==> src/rtl/mc_pkg.sv <==
// Shared encodings for the MIPS-Lite3 multi-cycle controller and datapath.
package mc_pkg;

  typedef enum logic [3:0] {
    S_IF, S_DCD, S_EXE_R, S_EXE_I, S_MA, S_MR, S_MW, S_WB_ALU, S_WB_MEM, S_BR
  } state_t;

  typedef enum logic [3:0] {
    C_R_ARITH, C_IMM, C_LOAD, C_STORE, C_BRANCH, C_JUMP, C_JAL, C_JR, C_ILLEGAL
  } cls_t;

  // opcodes (IR[31:26])
  localparam logic [5:0] OP_RTYPE = 6'b000000;
  localparam logic [5:0] OP_ORI   = 6'b001101;
  localparam logic [5:0] OP_LUI   = 6'b001111;
  localparam logic [5:0] OP_LW    = 6'b100011;
  localparam logic [5:0] OP_SW    = 6'b101011;
  localparam logic [5:0] OP_BEQ   = 6'b000100;
  localparam logic [5:0] OP_J     = 6'b000010;
  localparam logic [5:0] OP_JAL   = 6'b000011;

  // funct codes (IR[5:0]) for op 000000
  localparam logic [5:0] F_ADDU = 6'b100001;
  localparam logic [5:0] F_SUBU = 6'b100011;
  localparam logic [5:0] F_SLTU = 6'b101011;
  localparam logic [5:0] F_JR   = 6'b001000;

  // ALU function select
  localparam logic [2:0] ALU_NONE  = 3'b000;
  localparam logic [2:0] ALU_OR    = 3'b001;
  localparam logic [2:0] ALU_SUB   = 3'b010;
  localparam logic [2:0] ALU_ADD   = 3'b011;
  localparam logic [2:0] ALU_SLTU  = 3'b100;
  localparam logic [2:0] ALU_PASSB = 3'b101;

  localparam logic [1:0] NPC_PC4 = 2'b00;
  localparam logic [1:0] NPC_BR  = 2'b01;
  localparam logic [1:0] NPC_J   = 2'b10;
  localparam logic [1:0] NPC_JR  = 2'b11;

  localparam logic [1:0] EXT_ZERO = 2'b00;
  localparam logic [1:0] EXT_SIGN = 2'b01;
  localparam logic [1:0] EXT_LUI  = 2'b10;

  localparam logic [1:0] DST_RT = 2'b00;
  localparam logic [1:0] DST_RD = 2'b01;
  localparam logic [1:0] DST_RA = 2'b10;

  localparam logic [1:0] M2R_ALU = 2'b00;
  localparam logic [1:0] M2R_MDR = 2'b01;
  localparam logic [1:0] M2R_PC4 = 2'b10;

endpackage

==> src/rtl/mc_ctrl_if.sv <==
// Controller <-> datapath bundle: IR fields and Zero in, strobes and selects out.
interface mc_ctrl_if;
  logic [5:0] op;
  logic [5:0] funct;
  logic       zero;
  logic       pc_wr;
  logic       ir_wr;
  logic       reg_wr;
  logic       mem_wr;
  logic [1:0] npc_op;
  logic [2:0] alu_op;
  logic       alu_src_b;
  logic [1:0] ext_op;
  logic [1:0] reg_dst;
  logic [1:0] mem_to_reg;
  logic       illegal;

  // controller side
  modport master (
    input  op, funct, zero,
    output pc_wr, ir_wr, reg_wr, mem_wr, npc_op, alu_op, alu_src_b,
           ext_op, reg_dst, mem_to_reg, illegal
  );

  // datapath side
  modport slave (
    output op, funct, zero,
    input  pc_wr, ir_wr, reg_wr, mem_wr, npc_op, alu_op, alu_src_b,
           ext_op, reg_dst, mem_to_reg, illegal
  );
endinterface

==> src/rtl/mc_decode.sv <==
// Instruction classifier: op/funct -> class plus the ALU function used in EXE.
module mc_decode
  import mc_pkg::*;
(
  input  logic [5:0] op,
  input  logic [5:0] funct,
  output cls_t       cls,
  output logic [2:0] alu_f
);

  // anything not matched falls through as ILLEGAL with a don't-care ALU code
  always_comb begin
    cls   = C_ILLEGAL;
    alu_f = ALU_NONE;
    case (op)
      OP_RTYPE: begin
        case (funct)
          F_ADDU: begin cls = C_R_ARITH; alu_f = ALU_ADD;  end
          F_SUBU: begin cls = C_R_ARITH; alu_f = ALU_SUB;  end
          F_SLTU: begin cls = C_R_ARITH; alu_f = ALU_SLTU; end
          F_JR:   cls = C_JR;
          default: ;
        endcase
      end
      OP_ORI:  begin cls = C_IMM;    alu_f = ALU_OR;    end
      OP_LUI:  begin cls = C_IMM;    alu_f = ALU_PASSB; end
      OP_LW:   begin cls = C_LOAD;   alu_f = ALU_ADD;   end
      OP_SW:   begin cls = C_STORE;  alu_f = ALU_ADD;   end
      OP_BEQ:  begin cls = C_BRANCH; alu_f = ALU_SUB;   end
      OP_J:    cls = C_JUMP;
      OP_JAL:  cls = C_JAL;
      default: ;
    endcase
  end

endmodule

==> src/rtl/mc_ctrl.sv <==
// Multi-cycle Moore controller for MIPS-Lite3 (IF/DCD/EXE/MEM/WB).
// Outputs decode the current state and the IR fields, which stay stable
// from DCD to the next IF; beq's pc_wr follows Zero in the same cycle.
module mc_ctrl
  import mc_pkg::*;
(
  input  logic       clk,
  input  logic       rst,
  mc_ctrl_if.master  bus
);

  state_t     state;
  cls_t       cls;
  logic [2:0] alu_f;
  logic       is_lui;

  mc_decode u_dec (
    .op    (bus.op),
    .funct (bus.funct),
    .cls   (cls),
    .alu_f (alu_f)
  );

  assign is_lui = (bus.op == OP_LUI);

  // state sequencing; reset aborts any instruction and restarts at fetch
  always_ff @(posedge clk) begin
    if (rst) begin
      state <= S_IF;
    end else begin
      case (state)
        S_IF:  state <= S_DCD;
        S_DCD: begin
          case (cls)
            C_R_ARITH:        state <= S_EXE_R;
            C_IMM:            state <= S_EXE_I;
            C_LOAD, C_STORE:  state <= S_MA;
            C_BRANCH:         state <= S_BR;
            default:          state <= S_IF;  // jumps and illegal finish here
          endcase
        end
        S_EXE_R, S_EXE_I: state <= S_WB_ALU;
        S_MA:     state <= (cls == C_LOAD) ? S_MR : S_MW;
        S_MR:     state <= S_WB_MEM;
        default:  state <= S_IF;            // WB_ALU, WB_MEM, MW, BR
      endcase
    end
  end

  // output decode; during reset everything reads as the quiet IF-select pattern
  always_comb begin
    bus.pc_wr      = 1'b0;
    bus.ir_wr      = 1'b0;
    bus.reg_wr     = 1'b0;
    bus.mem_wr     = 1'b0;
    bus.npc_op     = NPC_PC4;
    bus.alu_op     = ALU_NONE;
    bus.alu_src_b  = 1'b0;
    bus.ext_op     = EXT_ZERO;
    bus.reg_dst    = DST_RT;
    bus.mem_to_reg = M2R_ALU;
    bus.illegal    = 1'b0;
    if (!rst) begin
      case (state)
        S_IF: begin
          bus.pc_wr = 1'b1;
          bus.ir_wr = 1'b1;
        end
        S_DCD: begin
          case (cls)
            C_JUMP: begin
              bus.pc_wr  = 1'b1;
              bus.npc_op = NPC_J;
            end
            C_JAL: begin
              bus.pc_wr      = 1'b1;
              bus.npc_op     = NPC_J;
              bus.reg_wr     = 1'b1;
              bus.reg_dst    = DST_RA;
              bus.mem_to_reg = M2R_PC4;
            end
            C_JR: begin
              bus.pc_wr  = 1'b1;
              bus.npc_op = NPC_JR;
            end
            C_ILLEGAL: bus.illegal = 1'b1;
            default: ;
          endcase
        end
        S_EXE_R: bus.alu_op = alu_f;
        S_EXE_I: begin
          bus.alu_src_b = 1'b1;
          bus.ext_op    = is_lui ? EXT_LUI : EXT_ZERO;
          bus.alu_op    = alu_f;
        end
        S_WB_ALU: begin
          // ALU inputs held so the result stays valid through the write
          bus.reg_wr    = 1'b1;
          bus.alu_op    = alu_f;
          bus.alu_src_b = (cls == C_IMM);
          bus.ext_op    = (cls == C_IMM && is_lui) ? EXT_LUI : EXT_ZERO;
          bus.reg_dst   = (cls == C_R_ARITH) ? DST_RD : DST_RT;
        end
        S_MA, S_MR, S_MW: begin
          // address computation held across the memory cycles
          bus.alu_src_b = 1'b1;
          bus.ext_op    = EXT_SIGN;
          bus.alu_op    = ALU_ADD;
          bus.mem_wr    = (state == S_MW);
        end
        S_WB_MEM: begin
          bus.reg_wr     = 1'b1;
          bus.mem_to_reg = M2R_MDR;
        end
        S_BR: begin
          bus.alu_op = ALU_SUB;
          bus.npc_op = NPC_BR;
          bus.ext_op = EXT_SIGN;
          bus.pc_wr  = bus.zero;
        end
        default: ;
      endcase
    end
  end

endmodule

==> src/flat_wrapper.sv <==
// flat-port wrapper written by rule: the top's interface ports become plain ports
module mc_ctrl_flat import mc_pkg::*;
  (clk, rst, bus_op, bus_funct, bus_zero, bus_pc_wr, bus_ir_wr, bus_reg_wr, bus_mem_wr, bus_npc_op, bus_alu_op, bus_alu_src_b, bus_ext_op, bus_reg_dst, bus_mem_to_reg, bus_illegal);
  mc_ctrl_if bus_i ();
  input  logic clk;
  input  logic rst;
  input wire logic [$bits(bus_i.op)-1:0] bus_op;
  input wire logic [$bits(bus_i.funct)-1:0] bus_funct;
  input wire logic [$bits(bus_i.zero)-1:0] bus_zero;
  output wire logic [$bits(bus_i.pc_wr)-1:0] bus_pc_wr;
  output wire logic [$bits(bus_i.ir_wr)-1:0] bus_ir_wr;
  output wire logic [$bits(bus_i.reg_wr)-1:0] bus_reg_wr;
  output wire logic [$bits(bus_i.mem_wr)-1:0] bus_mem_wr;
  output wire logic [$bits(bus_i.npc_op)-1:0] bus_npc_op;
  output wire logic [$bits(bus_i.alu_op)-1:0] bus_alu_op;
  output wire logic [$bits(bus_i.alu_src_b)-1:0] bus_alu_src_b;
  output wire logic [$bits(bus_i.ext_op)-1:0] bus_ext_op;
  output wire logic [$bits(bus_i.reg_dst)-1:0] bus_reg_dst;
  output wire logic [$bits(bus_i.mem_to_reg)-1:0] bus_mem_to_reg;
  output wire logic [$bits(bus_i.illegal)-1:0] bus_illegal;
  assign bus_i.op = bus_op;
  assign bus_i.funct = bus_funct;
  assign bus_i.zero = bus_zero;
  assign bus_pc_wr = bus_i.pc_wr;
  assign bus_ir_wr = bus_i.ir_wr;
  assign bus_reg_wr = bus_i.reg_wr;
  assign bus_mem_wr = bus_i.mem_wr;
  assign bus_npc_op = bus_i.npc_op;
  assign bus_alu_op = bus_i.alu_op;
  assign bus_alu_src_b = bus_i.alu_src_b;
  assign bus_ext_op = bus_i.ext_op;
  assign bus_reg_dst = bus_i.reg_dst;
  assign bus_mem_to_reg = bus_i.mem_to_reg;
  assign bus_illegal = bus_i.illegal;
  mc_ctrl u_core (.clk(clk), .rst(rst), .bus(bus_i));
endmodule
==> config.mk <==
export PLATFORM = sky130hd
export DESIGN_NAME = mc_ctrl_flat
export DESIGN_NICKNAME = d
export VERILOG_FILES = /design/src/rtl/mc_pkg.sv /design/src/rtl/mc_ctrl_if.sv /design/src/rtl/mc_decode.sv /design/src/rtl/mc_ctrl.sv /design/src/flat_wrapper.sv
export SDC_FILE = /design/constraint.sdc
export NUM_CORES = 1
export LEC_CHECK = 0
export CORE_AREA = 3 3 47 49
export CTS_BUF_LIST = sky130_fd_sc_hd__clkbuf_8
export DETAILED_ROUTE_END_ITERATION = 10
export DIE_AREA = 0 0 50 52
export PLACE_DENSITY = 0.8
export SLEW_MARGIN = 20
export SYNTH_ARGS = -nofsm -noshare
export SYNTH_HDL_FRONTEND = slang
export SYNTH_SLANG_ARGS = --single-unit
==> constraint.sdc <==
create_clock -name clk -period 2.7 [get_ports clk]
set_input_delay 0.54 -clock clk [delete_from_list [all_inputs] [get_ports clk]]
set_output_delay 0.54 -clock clk [all_outputs]
set_load 0.005 [all_outputs]
Yosys cells after proc, flatten, opt, wreduce, memory -nomap -nowiden

Cells that the tools add are included.

Output and inout port bits: 17
Register bits after elaboration: 4
Input bits: 15
Logic and storage cells: 82

Equal/unequal tests: 28
Multiplexer cells: 37
Reductions and logical operators: 16

Operator list:

| kind               | count |
|---|---|
| $eq 4x3->1 const B | 8 |
| $eq 6x6->1 const B | 5 |
| $pmux 4 s7         | 1 |
| $pmux 4 s5         | 1 |
| $eq 6x4->1 const B | 3 |
| $pmux 3 s3         | 2 |
| $eq 4x2->1 const B | 4 |
| $mux 2             | 8 |
| $pmux 2 s2         | 4 |
| $pmux 4 s4         | 1 |
| $pmux 3 s5         | 1 |
| $mux 1             | 13 |
| $eq 4x4->1 const B | 3 |
| $eq 6x2->1 const B | 2 |
| $reduce_or 2->1    | 6 |
| $reduce_or 3->1    | 4 |
| $eq 4x1->1 const B | 2 |
| $logic_not 4->1    | 2 |
| $pmux 4 s2         | 1 |
| $reduce_or 4->1    | 2 |
| $eq 6x3->1 const B | 1 |
| $logic_not 6->1    | 1 |
| $pmux 2 s3         | 1 |
| $pmux 1 s2         | 2 |
| 3 further kinds    | 3 |

Logic depth before layout (Yosys ltp)

Word-level depth: 9
Depth in mapped cells: 6
Depth with buffers taken out: 4

By module

From an unflattened synthesis, not the netlist that was laid out.

Cell total of the unflattened synthesis: 122
Area, all modules: 832.0 µm²

By module, submodules not included:

| module    | cells an instance | area an instance (µm²) | times used | seq. area each (µm²) |
|---|---|---|---|---|
| mc_ctrl   | 78                | 555.5                  | 1          | 80.1 |
| mc_decode | 44                | 276.5                  | 1          | 0.0 |

Least setup slack after synthesis

Ideal clock, no wire load.

Path kind: input to output
Start point: input port bus_op[4]
End point: output port bus_reg_wr
Slack: 0.300 ns
Stages on the path: 4
Buffers on the path: 1
Required time: 2.160 ns
Data arrival time: 1.860 ns
Path through: clkbuf_1 -> or4_1 -> nor4b_1 -> o21bai_1

Word-level cells in the longest chain between the ends: 7
Elaborated cells on any way between the ends: 14
Classes of those cells: eq/ne: 8; mux: 4; reduce/logical: 2

Ends and longest elaborated chain:

| what                             | RTL line           | source |
|---|---|---|
| start, declared                  | flat_wrapper.sv:7  | `input wire logic [$bits(bus_i.op)-1:0] bus_op;` |
| $eq 6x4->1                       | mc_decode.sv:15    | `case (op)` |
| $reduce_or 2->1 (no source line) | n/a                |  |
| $pmux 4 s7 (*)                   | mc_decode.sv:15    |  |
| $eq 4x3->1 (*)                   | mc_ctrl.sv:70      | `case (cls)` |
| $mux 1 (*)                       | mc_ctrl.sv:70      |  |
| $pmux 1 s2 (*)                   | mc_ctrl.sv:64      | `case (state)` |
| $mux 1 (*)                       | mc_ctrl.sv:63      | `if (!rst) begin` |
| end, declared                    | flat_wrapper.sv:12 | `output wire logic [$bits(bus_i.reg_wr)-1:0] bus_reg_wr;` |

Mark *: on every way between the ends. The rest lies on a longest branch, timed or not.

Worst setup path in the final report

Start point: input port bus_funct[4]
End point: output port bus_alu_op[0]

Word-level cells in the longest chain between the ends: 5
Elaborated cells on any way between the ends: 7
Classes of those cells: eq/ne: 3; mux: 4

Ends and longest elaborated chain:

| what            | RTL line           | source |
|---|---|---|
| start, declared | flat_wrapper.sv:8  | `input wire logic [$bits(bus_i.funct)-1:0] bus_funct;` |
| $eq 6x6->1      | mc_decode.sv:17    | `case (funct)` |
| $pmux 3 s3 (*)  | mc_decode.sv:17    |  |
| $pmux 3 s5 (*)  | mc_decode.sv:15    |  |
| $pmux 3 s3 (*)  | mc_ctrl.sv:64      |  |
| $mux 3 (*)      | mc_ctrl.sv:63      |  |
| end, declared   | flat_wrapper.sv:15 | `output wire logic [$bits(bus_i.alu_op)-1:0] bus_alu_op;` |

Marked as above.

==> out/metrics.csv <==
metric,value,unit
status,"finished, final reports clean",
CP Depth,7,
post-synth top area share,0.0974,
Yosys reg bits,4,
initial antenna violation count,0,
CTS Buf Count,3,
critical path arrival,2.14,ns
endpoints failing setup,0,
share of cells above drive strength 1,0.408,
Worst Setup End Kind,primary output,
"Hold Violations, Final",0,
Critical Path RT,2.16,ns
Iter 0 DRT Violations,119,
top flop regs,u_core.state (4),
Critical Path Fanout Max,4,
FMAX,373,MHz
Synth Warn #,0,
register area,80.1,um2
synth top area cells,"dfxtp_1 (9.7%), nor2_1 (6.4%), nand2_1 (5.5%)",
Power Density,267,mW/mm2
largest net degree at the start of global routing,16,
Comb power frac,0.539,
All-Layer GR Usage,0.318,
# clock sinks,4,
largest family of logic cells by synthesized area,simple AND/OR/NAND/NOR gates,
RePlAce Congestion,1.02,
Reg-to-Reg End,u_core.state[2]$_SDFF_PP0_,
max-slew headroom at the worst pin,0.639,
adder-cell share of the synthesized area,0,
via count,1471,
Post-Route WL,4.50,mm
Initial Utilization,0.432,
Via density,6.45,
non-filler instance count after layout,228,
max reg flops,4,
H-tree level count,1,
CTS tree,built,
Total Power,0.443,mW
WP buf/inv,3,
FF-to-FF setup slack,1.02,ns
sequential share of power,0.182,
post-DR wirelength/cell,19.8,um
Netlist cell types,44,
most flop-heavy register,u_core.state,
maximum clock insertion buffer count,2,
setup TNS,0,ns
DRC violations left,0,
max-cap violations,0,
most frequent cell after synthesis,nor2_1,
WHS,0.609,ns
Top delay family on crit path,buffers and inverters,
design area,0.00166,mm2
Placed Area,0.00144,mm2
Core Region,0.00190,mm2
Post-Syn Nets,145,
Pre-Repair DR Iteration Count,5,
clk_lat worst skew,0.22,ns
Leak,0.756,nW
Critical Path Slowest Stage Cell,clkdlybuf4s50_1,
Synth Instances,130,
critical path type,in -> out,
Final nets,218,
IO buf count,31,
Tmin final,2.68,ns
Synth top cells by count,"nor2_1 (14), nand2_1 (12), a21oi_1 (8), clkbuf_1 (8), nand3_1 (8)",
clk slew on worst S/H paths,0.03,ns
hold worst-path end,u_core.state[2]$_SDFF_PP0_,
global-route wire length before repair,6.38,mm
vias in the first global route,1336,
IO Count,32,
hold buffer count at cts,0,
Worst Hold Depth,2,
Worst R2R Path Depth,3,
placed instance count,220,
Die Area,0.00260,mm2
Internal Power,0.273,mW
clock power share,0.279,
HP Class,reg -> reg,
critical path cell sequence,clkdlybuf4s50_1 -> nor4_4 -> nand3_1 -> buf_4 -> o32ai_2 -> o2bb2ai_1 -> clkbuf_2,
post-synthesis compound-gate area fraction,0.309,
area share of xor/xnor cells in the synthesized design,0,
area of the multi-input gates,847,um2
"Seq/Total Area, Yosys",0.0974,
FP Rows,16,
Most used DFF post-synth,dfxtp_1,
clk root buf,clkbuf_8,
sw frac,0.383,
NetSw,0.170,mW
Post-DRT Antenna Nets,0,
hpwl dp,2.56,mm
Clock Skews,0.00437,ns
Die Width,50,um
Post-synth EDFFs,0,
Die Ht,52,um
CP Launch Type,input port,
Worst R2R Start,u_core.state[0]$_SDFF_PP0_,
Critical Path Max Stage Delay,0.51,ns
antenna cells,0,
max-slew violation count,0,
post-synthesis simple-gate area fraction,0.505,
GR Overflow Total,0,
asr flop ratio synth,0,
netlist area before placement,822,um2
worst slew pin tran,0.541,ns
mux cell area share after synthesis,0,
Tcrit/Tclk final,0.992,
"area leader, netlist",dfxtp_1,
fill cell count,90,
Synth Area per Inst,6.32,um2
area delta synth->final,102,%
min-delay src,u_core.state[1]$_SDFF_PP0_,
Max VDD drop,0.350,mV
==> power by group through the flow <==
stage | Combinational, mW | Sequential [mW] | Clock [mW]
floorplan | 0.0985 | 0.0717 | 0
global placement | 0.197 | 0.0776 | 0
detailed placement | 0.203 | 0.0781 | 0
CTS | 0.208 | 0.0777 | 0.126
global route | 0.253 | 0.0816 | 0.133
finish | 0.238 | 0.0804 | 0.124
==> routing by layer <==
layer  vias up  global-route usage  wire, um
met2       125               0.561      2180
met5         -                   0         0
li1        646                   -         -
met3        40              0.0430       395
met4         0               0.180       318
met1       660               0.365      1610
==> logic make-up (layout without fill, tap and decap cells) <==
| logic type | count (synthesis) | in the layout |
|---|---|---|
| simple gates | 74 | 74 |
| compound gates | 37 | 37 |
| buf+inv | 15 | 86 |
| flops | 4 | 4 |
==> timing repair <==
item                       4_1_cts  5_1_grt
cloned                           0        0
setup buffers                    5        1
resized for setup               47       35
setup endpoints to repair       13       11
pin swaps                        9       12
==> per-stage QoR <==
stage / utilization / setup WS, ns
floorplan: - / 0.300
global placement: 0.755 / -0.602
detailed placement: 0.755 / -0.628
CTS: 0.828 / -0.0388
global route: 0.872 / -0.0623
finish: 0.872 / 0.0205
==> cells in the final DEF (no fill, tap or decap), types with 2 or more instances in the layout <==
| cell | count |
|---|---|
| inv_1 | 3 |
| nand2_1 | 12 |
| clkdlybuf4s50_1 | 5 |
| buf_2 | 3 |
| a31oi_1 | 5 |
| a21oi_1 | 8 |
| o211ai_1 | 2 |
| buf_6 | 3 |
| dlymetal6s2s_1 | 5 |
| nand3_2 | 2 |
| clkdlybuf4s15_1 | 2 |
| and2_1 | 3 |
| o21ai_0 | 6 |
| buf_4 | 46 |
| clkbuf_8 | 3 |
| or4_4 | 2 |
| nor4b_4 | 3 |
| o22ai_1 | 2 |
| nor4_4 | 2 |
| clkbuf_2 | 6 |
| and3_1 | 3 |
| nor4_1 | 2 |
| nor3_1 | 4 |
| nand4b_1 | 2 |
| nand2b_1 | 4 |
| nand3b_1 | 2 |
| dfxtp_1 | 4 |
| nand3_1 | 6 |
| nor2_1 | 13 |
| nor3_2 | 2 |
| dlygate4sd2_1 | 10 |
==> layout make-up <==
type	count	area share
clock buffers	3	0.0249
inverters	3	0.00679
multi-input cells	111	0.511
flip-flops and latches	4	0.0483
well taps	27	0.0204
repair buffers	80	0.389
==> tightest hold or removal path: stages (launching register included) <==
cell and delay, ns:
dfxtp_1 0.32, nor2_1 0.10, a21oi_1 0.14
==> worst max-delay path by stage <==
| stage | startpoint | end | slack, ns |
|---|---|---|---|
| floorplan | bus_op[4] | bus_reg_wr | 0.30 |
| global route | bus_op[1] | bus_reg_wr | -0.06 |
| global placement | bus_op[1] | bus_reg_dst[0] | -0.60 |
| finish | bus_funct[4] | bus_alu_op[0] | 0.02 |
| detailed placement | bus_op[1] | bus_reg_dst[0] | -0.63 |
| CTS | bus_op[1] | bus_reg_dst[0] | -0.04 |
(Power assumes the default switching activity.)
